**src/rtl/ifu_fetch_pkg.sv**
```systemverilog
// ifu_fetch_pkg: shared types and constants for the instruction fetch unit.
// Holds the NOP filler, JAL opcode, FSM states and the J-immediate decoder.
package ifu_fetch_pkg;

  localparam logic [31:0] NOP_INSTR = 32'h0000_0013;
  localparam logic [6:0]  OPC_JAL   = 7'b1101111;

  typedef enum logic [1:0] {
    BOOT,
    FETCH,
    HOLD
  } state_e;

  typedef struct packed {
    logic [31:0] addr;
    logic [31:0] instr;
  } fetch_entry_t;

  function automatic logic [31:0] j_imm(input logic [31:0] i);
    return {{12{i[31]}}, i[19:12], i[20], i[30:21], 1'b0};
  endfunction

endpackage

```
**src/rtl/ifu_fetch_if.sv**
```systemverilog
// ifu_fetch_if: instruction-memory req/gnt/rvalid port.
// master = fetch unit, slave = memory.
interface ifu_fetch_if;

  logic        imem_req_o;
  logic [31:0] imem_addr_o;
  logic        imem_gnt_i;
  logic        imem_rvalid_i;
  logic [31:0] imem_rdata_i;

  modport master (
    output imem_req_o,
    output imem_addr_o,
    input  imem_gnt_i,
    input  imem_rvalid_i,
    input  imem_rdata_i
  );

  modport slave (
    input  imem_req_o,
    input  imem_addr_o,
    output imem_gnt_i,
    output imem_rvalid_i,
    output imem_rdata_i
  );

endinterface

```
**src/rtl/ifu_fetch_fifo.sv**
```systemverilog
// ifu_fetch_fifo: in-order fetch buffer of {addr, instr} entries.
// Synchronous clear wins over a same-cycle push.
module ifu_fetch_fifo
  import ifu_fetch_pkg::*;
#(
  parameter int DEPTH = 2
) (
  input  logic                   clk,
  input  logic                   rst_n,
  input  logic                   push,
  input  logic                   pop,
  input  logic                   clear,
  input  fetch_entry_t           wdata,
  output fetch_entry_t           rdata,
  output logic [$clog2(DEPTH):0] count,
  output logic                   empty
);

  localparam int AW = $clog2(DEPTH);
  localparam int CW = AW + 1;

  fetch_entry_t   mem [DEPTH];
  logic [AW-1:0]  wp;
  logic [AW-1:0]  rp;

  always_ff @(posedge clk or negedge rst_n) begin
    if (!rst_n) begin
      wp    <= '0;
      rp    <= '0;
      count <= '0;
    end else if (clear) begin
      wp    <= '0;
      rp    <= '0;
      count <= '0;
    end else begin
      if (push) wp <= wp + AW'(1);
      if (pop)  rp <= rp + AW'(1);
      count <= count + CW'(push) - CW'(pop);
    end
  end

  always_ff @(posedge clk or negedge rst_n) begin
    if (!rst_n) begin
      for (int i = 0; i < DEPTH; i++) mem[i] <= '0;
    end else if (push && !clear) begin
      mem[wp] <= wdata;
    end
  end

  assign rdata = mem[rp];
  assign empty = (count == '0);

endmodule

```
**src/rtl/ifu_fetch.sv**
```systemverilog
// ifu_fetch: PC, imem fetch port, fetch buffer and decoder output register.
// Define IFU_STATIC_JAL_EN to redirect on a JAL delivered to the decoder.
module ifu_fetch #(
  parameter logic [31:0] RESET_PC   = 32'h0000_0000,
  parameter int          FIFO_DEPTH = 2,
  parameter logic [31:0] NOP_INSTR  = ifu_fetch_pkg::NOP_INSTR
) (
  input  logic               clk,
  input  logic               rst_n,
  ifu_fetch_if.master        imem,
  input  logic               stall_i,
  input  logic               flush_from_exe,
  input  logic [31:0]        flush_addr_exe,
  input  logic               flush_from_dec,
  input  logic [31:0]        flush_addr_dec,
  output logic [31:0]        instr_ifu_2_dec_o,
  output logic [31:0]        instr_addr_ifu_2_dec_o,
  output logic               instr_valid_o
);

  import ifu_fetch_pkg::*;

  localparam int CW = $clog2(FIFO_DEPTH) + 1;
  typedef logic [CW-1:0] cnt_t;

  state_e       state_q, state_d;
  logic         req_q, req_d;
  logic [31:0]  pc_q, pc_d;
  logic [31:0]  tgt_q, tgt_d;
  logic [31:0]  rpc_q, rpc_d;
  cnt_t         out_q, out_d;
  cnt_t         disc_q, disc_d;
  cnt_t         fcnt, fcnt_nx, out_acc;
  logic [31:0]  instr_q, instr_d;
  logic [31:0]  iaddr_q, iaddr_d;
  logic         valid_q, valid_d;
  logic         gnt, rv, drop, acc;
  logic         flush, push, pop, clr, fempty;
  logic [31:0]  ftgt;
  fetch_entry_t head, wentry;
  logic         jal_fire;

`ifdef IFU_STATIC_JAL_EN
  logic         jal_q, jal_d;
  logic [31:0]  jtgt_q, jtgt_d;
  assign jal_fire = jal_q & ~stall_i;
`else
  assign jal_fire = 1'b0;
`endif

  assign gnt     = req_q & imem.imem_gnt_i;
  assign rv      = imem.imem_rvalid_i;
  assign drop    = rv & (disc_q != '0);
  assign acc     = rv & (disc_q == '0);
  assign out_acc = out_q + cnt_t'(gnt) - cnt_t'(rv);
  assign flush   = flush_from_exe | flush_from_dec | jal_fire;
  assign wentry  = {rpc_q, imem.imem_rdata_i};

  always_comb begin
    ftgt = '0;
    if (flush_from_exe)      ftgt = flush_addr_exe;
    else if (flush_from_dec) ftgt = flush_addr_dec;
`ifdef IFU_STATIC_JAL_EN
    else if (jal_fire)       ftgt = jtgt_q;
`endif
    ftgt[1:0] = 2'b00;
  end

  always_comb begin
    state_d = state_q;
    pc_d    = pc_q;
    tgt_d   = tgt_q;
    rpc_d   = rpc_q;
    out_d   = out_acc;
    disc_d  = disc_q - cnt_t'(drop);
    instr_d = instr_q;
    iaddr_d = iaddr_q;
    valid_d = valid_q;
    push    = 1'b0;
    pop     = 1'b0;
    clr     = 1'b0;
`ifdef IFU_STATIC_JAL_EN
    jal_d   = jal_q & stall_i &
              ~(flush_from_exe | flush_from_dec);
    jtgt_d  = jtgt_q;
`endif

    unique case (state_q)
      BOOT: begin
        state_d = FETCH;
        if (flush) pc_d = ftgt;
      end
      FETCH: begin
        if (flush && req_q && !gnt) begin
          state_d = HOLD;
          tgt_d   = ftgt;
        end else if (flush) begin
          pc_d = ftgt;
        end else if (gnt) begin
          pc_d = pc_q + 32'd4;
        end
      end
      HOLD: begin
        if (flush) tgt_d = ftgt;
        // the held request was to a stale address
        if (gnt) begin
          state_d = FETCH;
          pc_d    = flush ? ftgt : tgt_q;
          disc_d  = disc_d + cnt_t'(1);
        end
      end
      default: state_d = BOOT;
    endcase

    if (flush) begin
      clr     = 1'b1;
      instr_d = NOP_INSTR;
      valid_d = 1'b0;
      rpc_d   = ftgt;
      disc_d  = out_acc;
    end else begin
      if (acc) rpc_d = rpc_q + 32'd4;
      if (stall_i) begin
        push = acc;
      end else if (!fempty) begin
        pop     = 1'b1;
        push    = acc;
        instr_d = head.instr;
        iaddr_d = head.addr;
        valid_d = 1'b1;
      end else if (acc) begin
        // empty buffer: response goes straight to the output
        instr_d = imem.imem_rdata_i;
        iaddr_d = rpc_q;
        valid_d = 1'b1;
      end else begin
        instr_d = NOP_INSTR;
        valid_d = 1'b0;
      end
    end

`ifdef IFU_STATIC_JAL_EN
    if (!flush && !stall_i && valid_d &&
        instr_d[6:0] == OPC_JAL) begin
      jal_d  = 1'b1;
      jtgt_d = iaddr_d + j_imm(instr_d);
    end
`endif

    fcnt_nx = clr ? '0 : fcnt + cnt_t'(push) - cnt_t'(pop);
    req_d   = (state_d == HOLD) ||
              (state_d == FETCH &&
               ((state_q == FETCH && req_q && !gnt) ||
                (int'(fcnt_nx) + int'(out_d) < FIFO_DEPTH)));
  end

  always_ff @(posedge clk or negedge rst_n) begin
    if (!rst_n) begin
      state_q <= BOOT;
      req_q   <= 1'b0;
      pc_q    <= RESET_PC;
      tgt_q   <= RESET_PC;
      rpc_q   <= RESET_PC;
      out_q   <= '0;
      disc_q  <= '0;
      instr_q <= NOP_INSTR;
      iaddr_q <= '0;
      valid_q <= 1'b0;
    end else begin
      state_q <= state_d;
      req_q   <= req_d;
      pc_q    <= pc_d;
      tgt_q   <= tgt_d;
      rpc_q   <= rpc_d;
      out_q   <= out_d;
      disc_q  <= disc_d;
      instr_q <= instr_d;
      iaddr_q <= iaddr_d;
      valid_q <= valid_d;
    end
  end

`ifdef IFU_STATIC_JAL_EN
  always_ff @(posedge clk or negedge rst_n) begin
    if (!rst_n) begin
      jal_q  <= 1'b0;
      jtgt_q <= '0;
    end else begin
      jal_q  <= jal_d;
      jtgt_q <= jtgt_d;
    end
  end
`endif

  ifu_fetch_fifo #(
    .DEPTH (FIFO_DEPTH)
  ) u_fifo (
    .clk   (clk),
    .rst_n (rst_n),
    .push  (push),
    .pop   (pop),
    .clear (clr),
    .wdata (wentry),
    .rdata (head),
    .count (fcnt),
    .empty (fempty)
  );

  assign imem.imem_req_o     = req_q;
  assign imem.imem_addr_o    = pc_q;
  assign instr_ifu_2_dec_o      = instr_q;
  assign instr_addr_ifu_2_dec_o = iaddr_q;
  assign instr_valid_o          = valid_q;

endmodule

```
**src/flat_wrapper.sv**
```systemverilog
// flat-port wrapper written by rule: the top's interface ports become plain ports
module ifu_fetch_flat import ifu_fetch_pkg::*;
#(
  parameter logic [31:0] RESET_PC   = 32'h0000_0000,
  parameter int          FIFO_DEPTH = 2,
  parameter logic [31:0] NOP_INSTR  = ifu_fetch_pkg::NOP_INSTR
)
  (clk, rst_n, stall_i, flush_from_exe, flush_addr_exe, flush_from_dec, flush_addr_dec, instr_ifu_2_dec_o, instr_addr_ifu_2_dec_o, instr_valid_o, imem_imem_req_o, imem_imem_addr_o, imem_imem_gnt_i, imem_imem_rvalid_i, imem_imem_rdata_i);
  ifu_fetch_if imem_i ();
  input  logic clk;
  input  logic rst_n;
  input  logic stall_i;
  input  logic flush_from_exe;
  input  logic [31:0] flush_addr_exe;
  input  logic flush_from_dec;
  input  logic [31:0] flush_addr_dec;
  output logic [31:0] instr_ifu_2_dec_o;
  output logic [31:0] instr_addr_ifu_2_dec_o;
  output logic instr_valid_o;
  output wire logic [$bits(imem_i.imem_req_o)-1:0] imem_imem_req_o;
  output wire logic [$bits(imem_i.imem_addr_o)-1:0] imem_imem_addr_o;
  input wire logic [$bits(imem_i.imem_gnt_i)-1:0] imem_imem_gnt_i;
  input wire logic [$bits(imem_i.imem_rvalid_i)-1:0] imem_imem_rvalid_i;
  input wire logic [$bits(imem_i.imem_rdata_i)-1:0] imem_imem_rdata_i;
  assign imem_imem_req_o = imem_i.imem_req_o;
  assign imem_imem_addr_o = imem_i.imem_addr_o;
  assign imem_i.imem_gnt_i = imem_imem_gnt_i;
  assign imem_i.imem_rvalid_i = imem_imem_rvalid_i;
  assign imem_i.imem_rdata_i = imem_imem_rdata_i;
  ifu_fetch #(.RESET_PC(RESET_PC), .FIFO_DEPTH(FIFO_DEPTH), .NOP_INSTR(NOP_INSTR)) u_core (.clk(clk), .rst_n(rst_n), .imem(imem_i), .stall_i(stall_i), .flush_from_exe(flush_from_exe), .flush_addr_exe(flush_addr_exe), .flush_from_dec(flush_from_dec), .flush_addr_dec(flush_addr_dec), .instr_ifu_2_dec_o(instr_ifu_2_dec_o), .instr_addr_ifu_2_dec_o(instr_addr_ifu_2_dec_o), .instr_valid_o(instr_valid_o));
endmodule
```
**config.mk**
```make
export PLATFORM = sky130hd
export DESIGN_NAME = ifu_fetch_flat
export DESIGN_NICKNAME = d
export VERILOG_FILES = /design/src/rtl/ifu_fetch_pkg.sv /design/src/rtl/ifu_fetch_if.sv /design/src/rtl/ifu_fetch_fifo.sv /design/src/rtl/ifu_fetch.sv /design/src/flat_wrapper.sv
export SDC_FILE = /design/constraint.sdc
export NUM_CORES = 1
export LEC_CHECK = 0
export CORE_ASPECT_RATIO = 0.5
export CORE_MARGIN = 3
export CORE_UTILIZATION = 45
export CTS_BUF_LIST = sky130_fd_sc_hd__clkbuf_16
export DETAILED_ROUTE_END_ITERATION = 10
export GPL_TIMING_DRIVEN = 1
export PLACE_DENSITY = 0.75
export RECOVER_POWER = 50
export SLEW_MARGIN = 20
export SYNTH_ARGS = -nofsm -noshare
export SYNTH_HDL_FRONTEND = slang
export SYNTH_SLANG_ARGS = --single-unit
```
**constraint.sdc**
```tcl
create_clock -name clk -period 4.4 [get_ports clk]
set_clock_uncertainty 0.1 [all_clocks]
set_input_delay 0.88 -clock clk [delete_from_list [all_inputs] [get_ports clk]]
set_output_delay 0.88 -clock clk [all_outputs]
set_load 0.01 [all_outputs]
```
==> flow_metrics.tcl, run 1 <==
set metrics [dict create \
    antenna_found_initial 2 \
    async_flop_share_pct 100 \
    status "finished, violations left" \
    relSlewSlack_pct -95.4 \
    final-setup-viol-count 0 \
    seq_power_share_pct 41.7 \
    finalCriticalPeriod_ns 3.81 \
    tritoncts "yes" \
    yosysWarnings 0 \
    hpwl_mm 28.1 \
    start_util_pct 46.8 \
    pwr-share-comb_pct 32.0 \
    crit_path_end_kind "flop" \
    wl_mm 41.7 \
    track_usage_pct 23.5 \
    synth_cell_types 82 \
    p_switching_w 0.00332 \
    fillers 2559 \
    design_area_um2 17800 \
    post_cts_resized 0 \
    port_buffers 194 \
    path_class "in -> reg" \
    power_w 0.00971 \
    postSynthCellCount 1381 \
    cell_internal_pwr_w 0.00639 \
    drv_cap 1 \
    max_freq_mhz 262 \
    drc 0 \
    min_path_type "reg -> reg" \
    dieWidth_um 260 \
    synth.yosys.seq_area_share_pct 50.3 \
    peakVddDrop_mv 0.251 \
    fin_crit_sh_pct 86.7 \
    route.vias.total 12000 \
    grt_pass1_wl_mm 65.7 \
    worst_pin_slew_ns 2.93 \
    syn_area_um2 14500 \
    clk_pin_slew_ns 0.07 \
    die_h_um 133 \
    power.density_nw_per_um2 544 \
    die-area_um2 34600 \
    grt_max_degree 114 \
    routabilityCongestion 0.933 \
    core_region_area_um2 31100 \
    synth_commonest_cells "dfrtp_1, mux2_2, nor2_1, nand2_1, o21ai_0" \
    synth.top_cell.area_share_pct 49.8 \
    vias_per_cell 6.06 \
    numClockSinks 292 \
    critical_path.max_fanout 4 \
    wire_per_inst_um 21.0 \
    clock_latency_ns 0.57 \
    grt_pass1_vias 12000 \
    fin_nets 1649 \
    leakagePower_nw 7.52 \
    finalHoldViolCount 0 \
    synth_most_common_cell "dfrtp_1" \
    postCtsSetupBuffers 0 \
    synthToLayoutAreaGrowth_pct 22.8 \
    synth_top_flop_cell "dfrtp_1" \
    place_area_um2 16900 \
    synth_edf_count 0 \
    rsz0062_at_grt "false" \
    dr.pass1.iters 6 \
    violations "max-capacitance violations, max-slew violations" \
    clockPowerShare_pct 26.2 \
    num_rows 45 \
    root_buffer "clkbuf_16" \
    critical_path_required_ns 4.80 \
    antenna_left 0 \
    clock_path_buffers 3 \
    yosys.area.top_type "dfrtp_1" \
    finalSetupTns_ns 0 \
    io_pins 201 \
    arrival_ns 4.21 \
    drt_iter0_drc 1168 \
    swShare_pct 34.2 \
    final_layout_size_suffix_gt1_share_pct 14.7 \
    htree_levels 1 \
    overflow 0 \
    critPathLaunchType "input port" \
    synth_area_leaders "dfrtp_1, mux2_2, mux2i_1, o21ai_0, a21oi_1" \
    final-max-slew-violation-count 113 \
    cts_hold_buf 0 \
    ys_seq_elements 292 \
    cts_buffers 27 \
    syn_area_per_cell_um2 10.5 \
]
metrics by stage:
step | cells | util (%) | setup WS, ns | hold slack, ns
finish | 1980 | 57.4 | 0.586 | 0.376
global route | 1980 | 57.4 | 0.331 | 0.398
CTS | 1977 | 57.5 | 0.787 | 0.318
detailed placement | 1927 | 54.4 | 0.222 | 0.371
global placement | 1927 | 54.4 | 0.266 | 0.358
floorplan | 1382 | - | 0.906 | 0.344
layout make-up:
| cell class | instances | area, um2 | share of cell area (%) |
|---|---|---|---|
| Tap cell | 423 | 529 | 2.97 |
| Clock inverter | 23 | 280 | 1.57 |
| Antenna cell | 2 | 5.00 | 0.0280 |
| Clock buffer | 27 | 676 | 3.79 |
| Timing Repair Buffer | 228 | 2200 | 12.3 |
| Multi-Input combinational cell | 964 | 6760 | 37.9 |
| Inverter | 21 | 78.8 | 0.442 |
| Sequential cell | 292 | 7310 | 41.0 |
path summary, 6_finish.rpt:
kind | startpoint | endpoint | slack (ns) | depth (start not counted)
setup / recovery | imem_imem_rvalid_i | u_core.imem.imem_req_o$_DFF_PN0_ | 0.59 | 15
hold / removal | u_core.instr_addr_ifu_2_dec_o[31]$_DFFE_PN0P_ | u_core.instr_addr_ifu_2_dec_o[31]$_DFFE_PN0P_ | 0.38 | 2
setup reg to reg | u_core.disc_q[1]$_DFF_PN0_ | u_core.imem.imem_req_o$_DFF_PN0_ | 1.09 | 14
hold reg to reg | u_core.instr_addr_ifu_2_dec_o[31]$_DFFE_PN0P_ | u_core.instr_addr_ifu_2_dec_o[31]$_DFFE_PN0P_ | 0.38 | 2
max in group asynchronous | rst_n | u_core.u_fifo.mem[42]$_DFFE_PN0P_ | 0.90 | 2
min in group asynchronous | rst_n | u_core.imem.imem_addr_o[0]$_DFFE_PN0P_ | 1.06 | 1
critical path, stage by stage:
cell and delay (ns):
dlygate4sd3_1 0.60, nor3b_1 0.34, o21ai_1 0.16, or2_2 0.34, ha_1 0.29, inv_1 0.04, ha_1 0.18, xnor2_1 0.17
xnor2_1 0.15, nand2_1 0.12, fa_1 0.53, nand2_1 0.10, o21ai_0 0.10, nand3b_1 0.10, mux2i_1 0.12
layer usage:
| metal | part of all wire, % | GRT usage (%) | wire length (um) |
|---|---|---|---|
| met1 | 42 | 31.4 | 17600 |
| met4 | 2.7 | 7.26 | 1120 |
| met3 | 7.1 | 4.61 | 2940 |
| met5 | 0 | 0 | 0 |
| met2 | 48 | 38.7 | 20000 |
power groups by stage:
stage          combinational (W)  clock, W  sequential [W]
2_1_floorplan            0.00177         0         0.00399
3_3_place_gp             0.00298         0         0.00402
3_5_place_dp             0.00309         0         0.00408
4_1_cts                  0.00311   0.00258         0.00404
5_1_grt                  0.00339   0.00271         0.00413
6_report                 0.00311   0.00255         0.00405
logic make-up after synthesis:
group           after synthesis  share of synthesized area, %
fa+ha+maj                    12                          1.08
buf+inv                     126                          3.64
xor+xnor                     13                         0.783
compound gates              405                          19.1
other cells                   1                        0.0258
simple gates                348                          11.3
mux                         184                          13.7
flops                       292                          50.3
layout by cell type (no fill, tap or decap), types with 27 or more instances in the layout:
cell type and instances:
mux2i_1 60, a221o_1 31, o2bb2ai_1 32, nand2_1 103, a22oi_1 29, clkdlybuf4s50_1 176
nand3_1 28, o21ai_0 103, a21oi_1 88, dfrtp_1 288, clkbuf_16 27, nor2_1 112
mux2_2 118
sequential cells by signal, summed over array words and instances, names as in the netlist:
signal	flops
u_core.instr_valid_o	1
u_core.u_fifo.rp	1
u_core.instr_addr_ifu_2_dec_o	30
u_core.u_fifo.wp	1
u_core.rpc_q	30
u_core.disc_q	2
u_core.instr_ifu_2_dec_o	32
u_core.tgt_q	32
u_core.u_fifo.count	2
u_core.imem.imem_addr_o	32
u_core.u_fifo.mem	124
u_core.imem.imem_req_o	1
u_core.out_q	2
u_core.state_q	2
Power figures use the tool's default switching activity.
==> run 2: changes to the inputs <==
--- a/config.mk
+++ b/config.mk
@@ -5,14 +5,17 @@
 export SDC_FILE = /design/constraint.sdc
 export NUM_CORES = 1
 export LEC_CHECK = 0
+export ABC_AREA = 1
 export CORE_ASPECT_RATIO = 0.5
 export CORE_MARGIN = 3
 export CORE_UTILIZATION = 45
 export CTS_BUF_LIST = sky130_fd_sc_hd__clkbuf_16
 export DETAILED_ROUTE_END_ITERATION = 10
 export GPL_TIMING_DRIVEN = 1
-export PLACE_DENSITY = 0.75
+export MAX_ROUTING_LAYER = met4
+export PLACE_DENSITY = 0.74
 export RECOVER_POWER = 50
+export REMOVE_ABC_BUFFERS = 1
 export SLEW_MARGIN = 20
 export SYNTH_ARGS = -nofsm -noshare
 export SYNTH_HDL_FRONTEND = slang
==> flow_metrics.tcl, run 2 <==
set metrics [dict create \
    clk_pin_slew_ns 0.07 \
    critical_path.max_fanout 15 \
    synth_edf_count 0 \
    rsz0062_at_grt "false" \
    fillers 2999 \
    largest_register_ffs 124 \
    arrival_ns 4.00 \
    synth_most_common_cell "nand2_1" \
    overflow 0 \
    drv_cap 2 \
    cts_buffers 28 \
    antenna_found_initial 0 \
    power.density_nw_per_um2 535 \
    leakagePower_nw 8.30 \
    die_h_um 135 \
    r2r_cells 5 \
    fin_ws_ns 0.766 \
    peakVddDrop_mv 0.347 \
    cts_hold_buf 0 \
    finalHoldViolCount 0 \
    async_flop_share_pct 100 \
    final-setup-viol-count 0 \
    crit_path_start "flush_from_exe" \
    synth.yosys.seq_area_share_pct 49.1 \
    relSlewSlack_pct -38.5 \
    die-area_um2 35400 \
    synth_commonest_cells "nand2_1, dfrtp_1, o21ai_0, nor2_1, inv_1" \
    wl_mm 43.5 \
    endpoint "u_core.imem.imem_addr_o[10]$_DFFE_PN0P_" \
    drt_iter0_drc 1397 \
    htree_levels 1 \
    min_path_type "in -> async" \
    synth.top_cell.area_share_pct 48.6 \
    synth_top_flop_cell "dfrtp_1" \
    drc 0 \
    num_rows 46 \
    syn_area_per_cell_um2 7.83 \
    synth_cell_types 42 \
    r2r_start "u_core.disc_q[1]$_DFF_PN0_" \
    routabilityCongestion 0.946 \
    fin_nets 2171 \
    final_common_cell "nand2_1" \
    ys_seq_elements 292 \
    yosysWarnings 0 \
    reg2reg_slack_ns 1.42 \
    postCtsSetupBuffers 0 \
    fin_crit_sh_pct 82.6 \
    tritoncts "yes" \
    mostFrequentLayoutCells "nand2_1, dfrtp_1, o21ai_0, clkdlybuf4s50_1, inv_1" \
    dieWidth_um 263 \
    post_cts_resized 0 \
    critical_path_required_ns 4.76 \
    start_util_pct 46.3 \
    postSynthCellCount 1901 \
    grt_pass1_wl_mm 69.6 \
    path_class "in -> reg" \
    worst_pin_slew_ns 2.08 \
    r2r_end "u_core.u_fifo.mem[5]$_DFFE_PN0P_" \
    grt_pass1_vias 12800 \
    vias_per_cell 5.44 \
    route.vias.total 13600 \
    power_w 0.00968 \
    top_register "u_core.u_fifo.mem" \
    port_buffers 194 \
    antenna_cells 0 \
    clock_path_buffers 3 \
    io_pins 201 \
    track_usage_pct 24.9 \
    dr.pass1.iters 5 \
    syn_area_um2 14900 \
    hpwl_mm 29.3 \
    finalCriticalPeriod_ns 3.63 \
    core_region_area_um2 32100 \
    status "finished, violations left" \
    antenna_left 0 \
    grt_max_degree 125 \
    numClockSinks 292 \
    final_layout_size_suffix_gt1_share_pct 5.92 \
    clock_latency_ns 0.56 \
    wire_per_inst_um 17.3 \
    synthToLayoutAreaGrowth_pct 21.6 \
    finalSetupTns_ns 0 \
    root_buffer "clkbuf_16" \
    yosys.area.top_type "dfrtp_1" \
    final-max-slew-violation-count 197 \
    violations "max-capacitance violations, max-slew violations" \
    synth_area_leaders "dfrtp_1, nand2_1, o21ai_0, nor2_1, inv_1" \
    max_freq_mhz 275 \
    critPathLaunchType "input port" \
    dp_slack_ns 0.560 \
    crit_path_end_kind "flop" \
]
[run 2: how the worst min path moves through the flow]
stage / from / to / slack [ns] / cells after the start
floorplan: u_core.u_fifo.mem[100]$_DFFE_PN0P_ / u_core.u_fifo.mem[100]$_DFFE_PN0P_ / 0.35 / 2
global placement: u_core.u_fifo.mem[111]$_DFFE_PN0P_ / u_core.u_fifo.mem[111]$_DFFE_PN0P_ / 0.36 / 2
detailed placement: u_core.u_fifo.mem[120]$_DFFE_PN0P_ / u_core.u_fifo.mem[120]$_DFFE_PN0P_ / 0.36 / 2
CTS: rst_n / u_core.instr_ifu_2_dec_o[24]$_DFFE_PN0P_ / 0.36 / 1
global route: rst_n / u_core.instr_ifu_2_dec_o[24]$_DFFE_PN0P_ / 0.35 / 1
finish: rst_n / u_core.instr_ifu_2_dec_o[24]$_DFFE_PN0P_ / 0.31 / 1
[run 2: worst max-delay path, cell delays in order]
cell and delay (ns):
dlygate4sd3_1 0.66, nor2_4 0.20, clkbuf_1 0.61, nand2_1 0.44
inv_1 0.46, buf_4 0.26, nand2_1 0.06, o21ai_0 0.12
nor2_1 0.07, o21ai_0 0.22
[run 2: layout make-up]
type / instances / area, um2 / area share, %
clock inverter: 24 / 183 / 1.01
multi-input combinational: 1338 / 6500 / 35.9
tap: 432 / 541 / 2.99
clock buffer: 28 / 701 / 3.87
inverter: 167 / 627 / 3.46
timing repair buffer: 229 / 2230 / 12.3
sequential: 292 / 7310 / 40.4
[run 2: layer usage]
metal	GRT usage [%]	vias up	part of all wire, %	wire length [um]
met5	-	-	0	0
met4	5.72	0	2.1	901
met3	3.20	67	5.5	2410
met2	40.5	398	47	20600
met1	33.7	6567	45	19600
li1	-	6614	-	-
[run 2: cell families (layout without fill, tap and decap cells)]
kind of cell | count (synthesis) | in the layout | share of synthesized area [%]
adder cells (fa/ha/maj) | 12 | 12 | 1.06
XOR/XNOR | 17 | 17 | 1.00
buffers and inverters | 272 | 448 | 7.23
AND/OR/NAND/NOR | 812 | 812 | 22.3
flip-flops | 292 | 292 | 49.1
other | 1 | 2 | 0.0252
AO/OA/AOI/OAI | 495 | 495 | 19.3
[run 2: report_power, final]
| part | internal, W | switching [W] |
|---|---|---|
| clock | 0.00133 | 0.00106 |
| sequential | 0.00344 | 0.000620 |
| combinational | 0.00138 | 0.00186 |
[run 2: metrics by stage]
stage	util (%)	area, um2	instances	hold slack [ns]
6_report	56.3	18100	2510	0.305
5_1_grt	56.3	18100	2510	0.347
4_1_cts	56.5	18100	2510	0.355
3_5_place_dp	53.8	17300	2458	0.364
3_3_place_gp	53.8	17300	2458	0.358
2_1_floorplan	-	14400	1797	0.345
